File: src/rtl/vga_timing_pkg.sv
// Shared VGA timing defaults (640x480@60), axis phase encoding and sync-level helper.
package vga_timing_pkg;

  localparam int POS_W   = 10;
  localparam int POS_MAX = 1024;

  localparam int DEF_H_ACTIVE = 640;
  localparam int DEF_H_FP     = 16;
  localparam int DEF_H_SYNC   = 96;
  localparam int DEF_H_BP     = 48;
  localparam int DEF_V_ACTIVE = 480;
  localparam int DEF_V_FP     = 10;
  localparam int DEF_V_SYNC   = 2;
  localparam int DEF_V_BP     = 33;

  localparam int H_TOTAL = DEF_H_ACTIVE + DEF_H_FP + DEF_H_SYNC + DEF_H_BP;
  localparam int V_TOTAL = DEF_V_ACTIVE + DEF_V_FP + DEF_V_SYNC + DEF_V_BP;

  typedef enum logic [1:0] {
    PH_ACT  = 2'd0,
    PH_FP   = 2'd1,
    PH_SYNC = 2'd2,
    PH_BP   = 2'd3
  } phase_e;

  // Drive pol when the sync is asserted, its complement otherwise.
  function automatic logic sync_level(input logic asserted, input logic pol);
    if (asserted) begin
      return pol;
    end else begin
      return ~pol;
    end
  endfunction

endpackage

File: src/rtl/vga_timing_gen_if.sv
// Raster bundle between the timing generator and the pattern logic.
// frame_cnt exists only when VGA_FRAME_CNT_EN is defined.
interface vga_timing_gen_if;
  import vga_timing_pkg::*;

  logic             pix_en;
  logic [POS_W-1:0] x;
  logic [POS_W-1:0] y;
  logic             active;
  logic             hsync;
  logic             vsync;
  logic             frame_start;
`ifdef VGA_FRAME_CNT_EN
  logic [POS_W-1:0] frame_cnt;
`endif

  modport master (
    input  pix_en,
    output x,
    output y,
    output active,
    output hsync,
    output vsync,
    output frame_start
`ifdef VGA_FRAME_CNT_EN
    ,
    output frame_cnt
`endif
  );

  modport slave (
    output pix_en,
    input  x,
    input  y,
    input  active,
    input  hsync,
    input  vsync,
    input  frame_start
`ifdef VGA_FRAME_CNT_EN
    ,
    input  frame_cnt
`endif
  );

endinterface

File: src/rtl/vga_axis_counter.sv
// One raster axis: position counter plus ACT/FP/SYNC/BP phase FSM.
// phase_o and wrap_o describe the step being taken this cycle, so the top can register aligned outputs.
module vga_axis_counter
  import vga_timing_pkg::*;
#(
  parameter int ACT  = DEF_H_ACTIVE,
  parameter int FP   = DEF_H_FP,
  parameter int SYNC = DEF_H_SYNC,
  parameter int BP   = DEF_H_BP
) (
  input  logic             clk,
  input  logic             rst,
  input  logic             adv_i,
  output logic [POS_W-1:0] pos_o,
  output phase_e           phase_o,
  output logic             wrap_o
);

  localparam int TOTAL = ACT + FP + SYNC + BP;

  localparam logic [POS_W-1:0] END_ACT  = POS_W'(ACT - 1);
  localparam logic [POS_W-1:0] END_FP   = POS_W'(ACT + FP - 1);
  localparam logic [POS_W-1:0] END_SYNC = POS_W'(ACT + FP + SYNC - 1);
  localparam logic [POS_W-1:0] END_BP   = POS_W'(TOTAL - 1);

  logic [POS_W-1:0] pos_q;
  logic [POS_W-1:0] pos_d;
  phase_e           phase_q;
  phase_e           phase_d;
  logic             wrap_s;

  // Reset parks the axis on its last position so the first advance lands on 0.
  always_ff @(posedge clk or posedge rst) begin
    if (rst) begin
      pos_q   <= END_BP;
      phase_q <= PH_BP;
    end else begin
      pos_q   <= pos_d;
      phase_q <= phase_d;
    end
  end

  always_comb begin
    phase_d = phase_q;
    case (phase_q)
      PH_ACT: begin
        if (adv_i && (pos_q == END_ACT)) begin
          phase_d = PH_FP;
        end else begin
          phase_d = PH_ACT;
        end
      end
      PH_FP: begin
        if (adv_i && (pos_q == END_FP)) begin
          phase_d = PH_SYNC;
        end else begin
          phase_d = PH_FP;
        end
      end
      PH_SYNC: begin
        if (adv_i && (pos_q == END_SYNC)) begin
          phase_d = PH_BP;
        end else begin
          phase_d = PH_SYNC;
        end
      end
      PH_BP: begin
        if (adv_i && (pos_q == END_BP)) begin
          phase_d = PH_ACT;
        end else begin
          phase_d = PH_BP;
        end
      end
      default: begin
        phase_d = PH_BP;
      end
    endcase
  end

  always_comb begin
    wrap_s = adv_i && (pos_q == END_BP);
    if (!adv_i) begin
      pos_d = pos_q;
    end else if (wrap_s) begin
      pos_d = {POS_W{1'b0}};
    end else begin
      pos_d = pos_q + POS_W'(1);
    end
  end

  assign pos_o   = pos_q;
  assign phase_o = phase_d;
  assign wrap_o  = wrap_s;

endmodule

File: src/rtl/vga_timing_gen.sv
// VGA raster timing generator: registered x/y/active/hsync/vsync/frame_start.
// Defining VGA_FRAME_CNT_EN adds a 10-bit wrapping frame counter on the interface.
module vga_timing_gen
  import vga_timing_pkg::*;
#(
  parameter int   H_ACTIVE = DEF_H_ACTIVE,
  parameter int   H_FP     = DEF_H_FP,
  parameter int   H_SYNC   = DEF_H_SYNC,
  parameter int   H_BP     = DEF_H_BP,
  parameter int   V_ACTIVE = DEF_V_ACTIVE,
  parameter int   V_FP     = DEF_V_FP,
  parameter int   V_SYNC   = DEF_V_SYNC,
  parameter int   V_BP     = DEF_V_BP,
  parameter logic SYNC_POL = 1'b0
) (
  input  logic                 clk,
  input  logic                 rst,
  vga_timing_gen_if.master     vga_if
);

  localparam int H_TOT = H_ACTIVE + H_FP + H_SYNC + H_BP;
  localparam int V_TOT = V_ACTIVE + V_FP + V_SYNC + V_BP;

  if ((H_TOT > POS_MAX) || (V_TOT > POS_MAX)) begin : g_bad_timing
    $error("vga_timing_gen: H or V total exceeds 1024");
  end

  logic [POS_W-1:0] h_pos_s;
  logic [POS_W-1:0] v_pos_s;
  phase_e           h_phase_s;
  phase_e           v_phase_s;
  logic             h_wrap_s;
  logic             v_wrap_s;

  logic active_q;
  logic active_d;
  logic hsync_q;
  logic hsync_d;
  logic vsync_q;
  logic vsync_d;
  logic fs_q;
  logic fs_d;

  vga_axis_counter #(
    .ACT  (H_ACTIVE),
    .FP   (H_FP),
    .SYNC (H_SYNC),
    .BP   (H_BP)
  ) u_h_axis (
    .clk     (clk),
    .rst     (rst),
    .adv_i   (vga_if.pix_en),
    .pos_o   (h_pos_s),
    .phase_o (h_phase_s),
    .wrap_o  (h_wrap_s)
  );

  // The vertical axis steps once per completed line.
  vga_axis_counter #(
    .ACT  (V_ACTIVE),
    .FP   (V_FP),
    .SYNC (V_SYNC),
    .BP   (V_BP)
  ) u_v_axis (
    .clk     (clk),
    .rst     (rst),
    .adv_i   (h_wrap_s),
    .pos_o   (v_pos_s),
    .phase_o (v_phase_s),
    .wrap_o  (v_wrap_s)
  );

  always_comb begin
    active_d = (h_phase_s == PH_ACT) && (v_phase_s == PH_ACT);
    hsync_d  = sync_level(h_phase_s == PH_SYNC, SYNC_POL);
    vsync_d  = sync_level(v_phase_s == PH_SYNC, SYNC_POL);
    fs_d     = h_wrap_s && v_wrap_s;
  end

  always_ff @(posedge clk or posedge rst) begin
    if (rst) begin
      active_q <= 1'b0;
      hsync_q  <= ~SYNC_POL;
      vsync_q  <= ~SYNC_POL;
      fs_q     <= 1'b0;
    end else begin
      active_q <= active_d;
      hsync_q  <= hsync_d;
      vsync_q  <= vsync_d;
      fs_q     <= fs_d;
    end
  end

  assign vga_if.x           = h_pos_s;
  assign vga_if.y           = v_pos_s;
  assign vga_if.active      = active_q;
  assign vga_if.hsync       = hsync_q;
  assign vga_if.vsync       = vsync_q;
  assign vga_if.frame_start = fs_q;

`ifdef VGA_FRAME_CNT_EN
  logic [POS_W-1:0] frame_cnt_q;
  logic [POS_W-1:0] frame_cnt_d;

  // Counts alongside the frame_start pulse, so frame 0 already reads 1.
  always_comb begin
    if (fs_d) begin
      frame_cnt_d = frame_cnt_q + POS_W'(1);
    end else begin
      frame_cnt_d = frame_cnt_q;
    end
  end

  always_ff @(posedge clk or posedge rst) begin
    if (rst) begin
      frame_cnt_q <= {POS_W{1'b0}};
    end else begin
      frame_cnt_q <= frame_cnt_d;
    end
  end

  assign vga_if.frame_cnt = frame_cnt_q;
`endif

endmodule

File: src/flat_wrapper.sv
// flat-port wrapper written by rule: the top's interface ports become plain ports
module vga_timing_gen_flat import vga_timing_pkg::*;
#(
  parameter int   H_ACTIVE = DEF_H_ACTIVE,
  parameter int   H_FP     = DEF_H_FP,
  parameter int   H_SYNC   = DEF_H_SYNC,
  parameter int   H_BP     = DEF_H_BP,
  parameter int   V_ACTIVE = DEF_V_ACTIVE,
  parameter int   V_FP     = DEF_V_FP,
  parameter int   V_SYNC   = DEF_V_SYNC,
  parameter int   V_BP     = DEF_V_BP,
  parameter logic SYNC_POL = 1'b0
)
  (clk, rst, vga_if_pix_en, vga_if_x, vga_if_y, vga_if_active, vga_if_hsync, vga_if_vsync, vga_if_frame_start);
  vga_timing_gen_if vga_if_i ();
  input  logic clk;
  input  logic rst;
  input wire logic [$bits(vga_if_i.pix_en)-1:0] vga_if_pix_en;
  output wire logic [$bits(vga_if_i.x)-1:0] vga_if_x;
  output wire logic [$bits(vga_if_i.y)-1:0] vga_if_y;
  output wire logic [$bits(vga_if_i.active)-1:0] vga_if_active;
  output wire logic [$bits(vga_if_i.hsync)-1:0] vga_if_hsync;
  output wire logic [$bits(vga_if_i.vsync)-1:0] vga_if_vsync;
  output wire logic [$bits(vga_if_i.frame_start)-1:0] vga_if_frame_start;
  assign vga_if_i.pix_en = vga_if_pix_en;
  assign vga_if_x = vga_if_i.x;
  assign vga_if_y = vga_if_i.y;
  assign vga_if_active = vga_if_i.active;
  assign vga_if_hsync = vga_if_i.hsync;
  assign vga_if_vsync = vga_if_i.vsync;
  assign vga_if_frame_start = vga_if_i.frame_start;
  vga_timing_gen #(.H_ACTIVE(H_ACTIVE), .H_FP(H_FP), .H_SYNC(H_SYNC), .H_BP(H_BP), .V_ACTIVE(V_ACTIVE), .V_FP(V_FP), .V_SYNC(V_SYNC), .V_BP(V_BP), .SYNC_POL(SYNC_POL)) u_core (.clk(clk), .rst(rst), .vga_if(vga_if_i));
endmodule
File: config.mk
export PLATFORM = sky130hd
export DESIGN_NAME = vga_timing_gen_flat
export DESIGN_NICKNAME = d
export VERILOG_FILES = /design/src/rtl/vga_timing_pkg.sv /design/src/rtl/vga_timing_gen_if.sv /design/src/rtl/vga_axis_counter.sv /design/src/rtl/vga_timing_gen.sv /design/src/flat_wrapper.sv
export SDC_FILE = /design/constraint.sdc
export NUM_CORES = 1
export LEC_CHECK = 0
export BUFFER_PORTS_ARGS = -buffer_cell sky130_fd_sc_hd__buf_2
export CAP_MARGIN = 20
export CORE_ASPECT_RATIO = 0.9
export CORE_MARGIN = 2
export CORE_UTILIZATION = 25
export DETAILED_ROUTE_END_ITERATION = 10
export PLACE_DENSITY = 0.46
export SLEW_MARGIN = 10
export SYNTH_ARGS = -nofsm -noshare
export SYNTH_HDL_FRONTEND = slang
export SYNTH_HIERARCHICAL = 1
export SYNTH_SLANG_ARGS = --single-unit
File: constraint.sdc
create_clock -name clk -period 8.4 [get_ports clk]
set_clock_uncertainty 0.05 [all_clocks]
set_input_delay 0.84 -clock clk [delete_from_list [all_inputs] [get_ports clk]]
set_output_delay 0.84 -clock clk [all_outputs]
set_load 0.01 [all_outputs]
==> metrics.md <==
| Metric | Value |
|---|---|
| CP Launch Type | `flip-flop` |
| Crit end category | `flip-flop` |
| Initial core utilization | `25.4%` |
| Asr flop ratio synth | `100%` |
| Drt pass-1 iters | `4` |
| Max clock buf depth | `2` |
| Synthesized flop and latch total | `28` |
| Worst R2R Start | `u_core/u_h_axis/pos_o[0]$_DFFE_PP1P_` |
| GR Util All Layers | `9.45%` |
| WL final | `2930 um` |
| Reg clk slew, reported paths | `100 ps` |
| First-pass GRT wire length | `4810 um` |
| CTS Buf Count | `3` |
| Setup repair bufs after CTS | `0` |
| Die height | `75.5 um` |
| Period utilization | `38.6%` |
| Final worst slack | `5160 ps` |
| IO Port Bufs | `26` |
| Max cap viols | `0` |
| GR Layer Usage met2 | `15.7%` |
| Dpl hpwl | `2170 um` |
| Hold Worst Slack | `393 ps` |
| Antenna violations before repair | `0` |
| Synth Area in Compound Gates | `about 5.8%` |
| Number of global-route vias before repair | `993` |
| CP arrival | `between 3000 and 4000 ps` |
| WL/cell | `about 13 um` |
| Cells after DPL | `between 200 and 250` |
| Synth top area cells | `dfstp_2 (30%), dfrtp_1 (21%), xnor2_1 (4.9%)` |
| Fin crit period | `3240 ps` |
| Final Instance Count excl. Fillers | `230` |
| Leakage | `between 0.7 and 0.8 nW` |
| Worst endpoint required time | `8540 ps` |
| Cells after synthesis | `132` |
| Hold WC Path Type | `in2async` |
| GPL Wtd Cong | `0.834` |
| Ant diodes | `0` |
| Final net count | `168` |
| GR Util met3 | `3.03%` |
| Root buffer cell | `clkbuf_8` |
| Routed Antenna Nets | `0` |
| Commonest non-fill, non-tap cell in the layout | `buf_2` |
| Worst-Margin Slew | `817 ps` |
| DR iter-0 viols | `54` |
| GRT Residual Overflow | `0` |
| # rows | `26` |
| Vias | `1058` |
| Status | `completed` |
| Pin count of the biggest net entering global routing | `18` |
| CTS Hold Buffers Added | `0` |
| Seq/Total Area, Yosys | `50.7%` |
| Worst-Skew Late Latency | `280 ps` |
| H-tree depth | `1` |
| Main combinational cell family by area after synthesis | `simple AND/OR/NAND/NOR gates` |
| I/O pin cnt | `27` |
| Fillcell total | `589` |
| Footprint of the multi-input gates | `~650 um2` |
| Core Box Area | `between 5000 and 6000 um2` |
| Most used DFF post-synth | `dfstp_2` |
| EDFF count, synth | `0` |
| CTS Sinks | `28` |
| Mean Syn Cell Area | `10.8 um2` |
| Mapped Nets | `139` |
| Max Fclk | `309 MHz` |
| Die area | `6300 um2` |
| YS warnings | `6` |
| Finish-stage setup viols | `0` |
| Post-Syn Area | `approximately 1400 um2` |
| RSZ-0062 raised after global routing | `false` |
| Die Wd | `83.4 um` |
| Final Hold Fails | `0` |
| Synth Area in Simple Gates | `25.8%` |
| Share of layout cells above drive strength 1 | `between 30% and 40%` |
| Syn-to-layout area delta | `19.3%` |
| DRC errors left | `0` |
| Max transition margin | `45.2%` |
| XOR/XNOR Fraction of Synth Area | `8.63%` |
| WS Path Type | `reg2reg` |
| CP Max Fanout | `17` |
| FF/Latch Area | `between 700 and 800 um2` |
| Most frequent cells in the layout | `buf_2 (26), dfstp_2 (16), nand2_1 (12), dfrtp_1 (12), inv_1 (10)` |
| Power Dens Cells | `approximately 210 nW/um2` |
| Yosys top cell area share | `29.6%` |
| Synth Area in Adders | `3.52%` |
| Setup TNS | `0 ps` |
| Synth area leader | `dfstp_2` |
| Place WS | `~5000 ps` |
| Worst Setup SP | `u_core/u_h_axis/pos_o[0]$_DFFE_PP1P_` |
| Synth unique cells | `39` |
| CTS tree | `done` |
| Slew Limit Fails | `0` |
| Mux share of post-synthesis cell area | `1.76%` |
| Worst vdd rail ir drop | `0.0754 mV` |
| GRT met1 Usage | `12.8%` |
| GRT busiest layer | `met2` |
| CTS resizes | `0` |
| Vias/cell | `4.60` |
## where the power goes
group          internal [mW]  switching [mW]  total, mW
clock network         0.0638          0.0435      0.107
registers              0.160          0.0230      0.183
logic                 0.0292          0.0364     0.0657
total                  0.253           0.103      0.356
## logic make-up after synthesis
group           Yosys count
buf+inv                  12
fa+ha+maj                 4
xor+xnor                 14
mux                       2
flops                    28
compound gates           12
simple gates             60
## state kept, by name, indices dropped and copies added (netlist names)
signal / cells
u_core/vga_if.frame_start: 1
u_core/u_v_axis/pos_o: 10
u_core/u_h_axis/pos_o: 10
u_core/vga_if.hsync: 1
u_core/vga_if.vsync: 1
u_core/u_v_axis/phase_q: 2
u_core/vga_if.active: 1
u_core/u_h_axis/phase_q: 2
## Yosys cell counts (2+ instances only)
library cell / n
and3_1: 4
dfrtp_1: 12
dfstp_2: 16
ha_1: 4
inv_1: 10
nand2_1: 12
nand2b_1: 3
nand3_1: 7
nand3b_1: 2
nand4_1: 4
nor2_1: 9
nor3_1: 5
nor4_1: 2
o21ai_0: 4
o22ai_1: 2
xnor2_1: 8
xor2_1: 6
## metal layers
layer / wire length [um] / part of all wire, %
met1: 1460 / 50
met2: 1330 / 45
met3: 142 / 4.9
met4: 0 / 0
met5: 0 / 0
## per-stage QoR
stage / power [mW] / util (%) / cell area, um2
after floorplan: 0.224 / - / 1420
after global placement: 0.249 / 29.0 / 1620
after detailed placement: 0.252 / 29.0 / 1620
after CTS: 0.363 / 30.3 / 1690
after global routing: 0.378 / 30.3 / 1690
final: 0.356 / 30.3 / 1690
## critical path, stage by stage (launching register included)
cell,delay [ps]
dfstp_2,590
ha_1,200
nand4_2,230
nor4_4,740
and3_1,400
and3_1,320
nand2_1,80
a32o_1,300
nor4_2,240
## final timing paths
kind | end | slack (ps) | cells past startpoint
max in group asynchronous | u_core/u_h_axis/pos_o[1]$_DFFE_PP1P_ | 7390 | 2
min reg2reg | u_core/u_h_axis/pos_o[1]$_DFFE_PP1P_ | 470 | 2
min in group clk | u_core/u_h_axis/pos_o[1]$_DFFE_PP1P_ | 470 | 2
min | u_core/vga_if.frame_start$_DFF_PP0_ | 390 | 2
max reg2reg | u_core/vga_if.active$_DFF_PP0_ | 5160 | 8
max | u_core/vga_if.active$_DFF_PP0_ | 5160 | 8
## layout make-up
| type | count | area share (%) |
|---|---|---|
| sequential | 28 | 42.5 |
| multi-input combinational | 92 | 38.2 |
| timing repair buffer | 26 | 7.68 |
| tap | 70 | 5.17 |
| clock buffer | 3 | 2.44 |
| inverter | 10 | 2.22 |
| clock inverter | 1 | 1.77 |
(Power assumes the default switching activity.)
